## src/rtl/stream_width_converter.sv

```systemverilog
// Packs narrow words into wide ones or splits wide words into slices, little-endian; output registered (latency 1).
// Backpressure: upsize stalls input only on the completing word; downsize refills on the last slice.
module stream_width_converter #(
  parameter int IN_WIDTH  = 16,
  parameter int OUT_WIDTH = 32
) (
  input  logic                 ap_clk,
  input  logic                 ap_rst_n,
  input  logic [IN_WIDTH-1:0]  in0_V_V_TDATA,
  input  logic                 in0_V_V_TVALID,
  output logic                 in0_V_V_TREADY,
  output logic [OUT_WIDTH-1:0] out_V_V_TDATA,
  output logic                 out_V_V_TVALID,
  input  logic                 out_V_V_TREADY
);

  logic in_fire;
  logic out_fire;

  assign in_fire  = in0_V_V_TVALID && in0_V_V_TREADY;
  assign out_fire = out_V_V_TVALID && out_V_V_TREADY;

  if (OUT_WIDTH > IN_WIDTH) begin : g_up
    localparam int RATIO = OUT_WIDTH / IN_WIDTH;
    localparam int CW    = $clog2(RATIO);
    localparam int PW    = OUT_WIDTH - IN_WIDTH;
    localparam logic [CW-1:0] LAST = CW'(RATIO - 1);

    logic [CW-1:0] count;
    logic [PW-1:0] partial;
    logic          last_word;

    assign last_word      = (count == LAST);
    assign in0_V_V_TREADY = ap_rst_n && !(last_word && out_V_V_TVALID && !out_V_V_TREADY);

    always_ff @(posedge ap_clk or negedge ap_rst_n) begin
      if (!ap_rst_n) begin
        count          <= '0;
        partial        <= '0;
        out_V_V_TDATA  <= '0;
        out_V_V_TVALID <= 1'b0;
      end else begin
        if (out_fire) out_V_V_TVALID <= 1'b0;
        if (in_fire) begin
          if (last_word) begin
            out_V_V_TDATA  <= {in0_V_V_TDATA, partial};
            out_V_V_TVALID <= 1'b1;
            count          <= '0;
            partial        <= '0;
          end else begin
            // Shift toward the LSB so the earliest word ends up in the lowest slice.
            partial <= (partial >> IN_WIDTH) | (PW'(in0_V_V_TDATA) << (PW - IN_WIDTH));
            count   <= count + CW'(1);
          end
        end
      end
    end
  end else if (IN_WIDTH > OUT_WIDTH) begin : g_down
    localparam int RATIO = IN_WIDTH / OUT_WIDTH;
    localparam int CW    = $clog2(RATIO);
    localparam int HW    = IN_WIDTH - OUT_WIDTH;
    localparam logic [CW-1:0] LAST = CW'(RATIO - 1);

    logic [CW-1:0] idx;
    logic [HW-1:0] hold;
    logic          last_slice;

    assign last_slice     = (idx == LAST);
    assign in0_V_V_TREADY = ap_rst_n && (!out_V_V_TVALID || (last_slice && out_V_V_TREADY));

    // hold keeps the slices not yet moved into the output register.
    always_ff @(posedge ap_clk or negedge ap_rst_n) begin
      if (!ap_rst_n) begin
        idx            <= '0;
        hold           <= '0;
        out_V_V_TDATA  <= '0;
        out_V_V_TVALID <= 1'b0;
      end else if (in_fire) begin
        out_V_V_TDATA  <= in0_V_V_TDATA[OUT_WIDTH-1:0];
        hold           <= in0_V_V_TDATA[IN_WIDTH-1:OUT_WIDTH];
        idx            <= '0;
        out_V_V_TVALID <= 1'b1;
      end else if (out_fire) begin
        if (last_slice) begin
          out_V_V_TVALID <= 1'b0;
          idx            <= '0;
        end else begin
          out_V_V_TDATA <= hold[OUT_WIDTH-1:0];
          hold          <= hold >> OUT_WIDTH;
          idx           <= idx + CW'(1);
        end
      end
    end
  end else begin : g_eq
    assign in0_V_V_TREADY = ap_rst_n && (!out_V_V_TVALID || out_V_V_TREADY);

    always_ff @(posedge ap_clk or negedge ap_rst_n) begin
      if (!ap_rst_n) begin
        out_V_V_TDATA  <= '0;
        out_V_V_TVALID <= 1'b0;
      end else if (in_fire) begin
        out_V_V_TDATA  <= in0_V_V_TDATA;
        out_V_V_TVALID <= 1'b1;
      end else if (out_fire) begin
        out_V_V_TVALID <= 1'b0;
      end
    end
  end

endmodule

```

## config.mk

```make
export PLATFORM = sky130hd
export DESIGN_NAME = stream_width_converter
export DESIGN_NICKNAME = d
export VERILOG_FILES = /design/src/rtl/stream_width_converter.sv
export SDC_FILE = /design/constraint.sdc
export NUM_CORES = 1
export LEC_CHECK = 0
export ABC_AREA = 1
export CAP_MARGIN = 20
export CORE_AREA = 2 2 67 69
export CTS_CLUSTER_SIZE = 28
export DETAILED_ROUTE_END_ITERATION = 8
export DIE_AREA = 0 0 69 71
export PLACE_DENSITY = 0.82
export SLEW_MARGIN = 5
export SYNTH_ARGS = -nofsm -noshare
export SYNTH_HDL_FRONTEND = slang
export SYNTH_SLANG_ARGS = --single-unit
```

## constraint.sdc

```tcl
create_clock -name ap_clk -period 2.2 [get_ports ap_clk]
set_input_delay 0.44 -clock ap_clk [delete_from_list [all_inputs] [get_ports ap_clk]]
set_output_delay 0.44 -clock ap_clk [all_outputs]
set_load 0.01 [all_outputs]
```

==> impl_metrics.ini <==
[pwr]
power.density_nw_per_um2 = 1050
p_leak_nw = 1.37
ir_worst_vdd_uv = 565
total_power_w = 0.00287

[timing]
rsz0062_at_grt = no
period_share = 0.810
tns_ns = 0
tightest_slew_ns = 0.659
fmaxAchievable_mhz = 561
fin_skew_ns = 0.00804
holdWs_ns = 0.289
slew_violations = 0
hold_viol = 0
setup_viol = 0
period_needed_ns = 1.78
slew_headroom = 0.561

[layout]
n_antenna_cell = 0
drive_gt1_frac = 0.136
fin_nets = 291
areaGrowthSynthToFinish_pct = 30.8
design_area_um2 = 2720
final_cells = 324

[routing]
dr.pass1.iters = 4
vias = 1466
drc = 0
ant_nets = 0
drt_iter0_markers = 86
wl_per_cell_um = 11.4
via_per_inst = 4.52
drt-total-wl_mm = 3.70

[setup_path]
reg2reg_slack_ns = 0.98
reg2reg_depth = 6
worstPathArrival_ns = 1.34
required_ns = 1.76
reg2reg_from = out_V_V_TVALID
start_kind = input port
end_kind = output pin
cp_max_fo = 2
critPathKind = in2out
reg2reg_to = g_up.partial[5]

[clocking]
path_clk_slew_ns = 0.09
cts_tree = done
post_cts.repair.setup_buffers = 0
htree_levels = 2
cts.path.max_buffers = 2
cts-root-buf = clkbuf_8
worst_skew_pair.late_latency_ns = 0.29
clock_sinks = 50
postCtsHoldBufs = 0
numCtsBuffers = 5

[run_status]
status = completed

[grt]
grtUsageTotal = 0.165
grt_pass1_vias = 1479
antenna_found_initial = 0
grt_max_degree = 54
grt_pass1_wl_mm = 6.53
overflow = 0

[yosys]
synth-edff-count = 0
syn_nets = 237
ys.flop_type = dfrtp_1
netlist_instances = 217
yosys.area.top_type = dfrtp_1
synth_common_cells = nand2_1 (85), dfrtp_1 (50), inv_1 (35), o21ai_2 (23), o21ai_1 (9)
async_flop_share = 1.00
yosysMostFrequentCell = nand2_1
synth_area_um2 = 2080
synth-seq-cells = 50
yosysSeqAreaShare = 0.602
syn_avg_cell_area_um2 = 9.58
ys_warn_count = 0
yosysTopAreaCellShare = 0.602
synth_area_leaders = dfrtp_1 (60%), nand2_1 (15%), o21ai_2 (9.7%)
synth.distinct_cells = 14

[die]
die_area_um2 = 4900
start_util = 0.494
rows = 24
die_w_um = 69
core_um2 = 4200
die_y_um = 71
io_pins = 54

[worst_hold_path]
hp-class = in2async

[placement]
place_congestion = 0.719
portBuffers = 53
dp.cells = 316
hpwl_mm = 2.62
place_area_um2 = 2630

[flow_run]
max_cap_violations = 0
flip-flops by register name, summed over array words and instances, names as in the netlist:
register,count
out_V_V_TDATA,32
g_up.partial,16
g_up.count,1
out_V_V_TVALID,1
worst max-delay path: stages:
cell and delay, ns:
clkdlybuf4s50_1 0.48, nor2_1 0.07, a21boi_0 0.17, dlymetal6s2s_1 0.18
where the power goes:
part	switching (W)	internal, W
Clock	0.000274	0.000254
Sequential	0.000150	0.00119
Combinational	0.000439	0.000560
cell families (layout without fill, tap and decap cells):
family,after synthesis,count (layout),share of synthesized area
flip-flops,50,50,0.602
buffers and inverters,45,100,0.107
AND/OR/NAND/NOR,89,89,0.169
AO/OA/AOI/OAI,33,33,0.122
repair_timing:
| action | in CTS | in global routing |
|---|---|---|
| hold endpoints to repair | 0 | 0 |
| resized for setup | 0 | 1 |
| setup endpoints to repair | 0 | 1 |
stage by stage:
stage | setup WS, ns | util
CTS | 0.00544 | 0.646
global route | 0.337 | 0.647
finish | 0.418 | 0.647
detailed placement | 0.0118 | 0.624
floorplan | 0.970 | -
global placement | 0.0971 | 0.624
cells in the final DEF, fill, tap and decap left out:
cell type	n
dfrtp_1	50
buf_2	1
buf_4	2
nand3_1	1
dlymetal6s2s_1	1
a21boi_0	1
o21ai_2	23
clkbuf_1	1
clkinv_2	1
clkdlybuf4s50_1	51
clkbuf_8	6
inv_1	35
inv_2	1
nand2_1	85
o21ai_1	9
nand3_2	1
nor2_1	1
nand4_4	1
buf_12	1
worst max-delay path by stage:
| stage | from | to | slack, ns | cells past startpoint |
|---|---|---|---|---|
| after global routing | out_V_V_TREADY | in0_V_V_TREADY | 0.34 | 4 |
| after floorplan | out_V_V_TVALID | in0_V_V_TREADY | 0.97 | 3 |
| after CTS | out_V_V_TREADY | in0_V_V_TREADY | 0.005 | 4 |
| after detailed placement | out_V_V_TREADY | in0_V_V_TREADY | 0.01 | 4 |
| after global placement | out_V_V_TREADY | in0_V_V_TREADY | 0.1 | 4 |
| final | out_V_V_TREADY | in0_V_V_TREADY | 0.42 | 4 |
layout make-up:
cell class / count / area [µm²]
Tap cell: 52 / 65.1
Inverter: 36 / 135
Timing Repair Buffer: 56 / 563
Clock inverter: 1 / 5.00
Multi-Input combinational cell: 122 / 613
Fill cell: 375 / 1490
Sequential cell: 50 / 1250
Clock buffer: 7 / 86.3
routing by layer:
metal / track usage / share of wire / vias up / routed length (µm)
li1: - / - / 754 / -
met1: 0.212 / 0.45 / 684 / 1670
met2: 0.280 / 0.51 / 26 / 1880
met3: 0.0328 / 0.034 / 2 / 126
met4: 0.0588 / 0.0097 / 0 / 36
met5: 0 / 0 / - / 0
No activity file was read; power rests on OpenSTA's default activity.
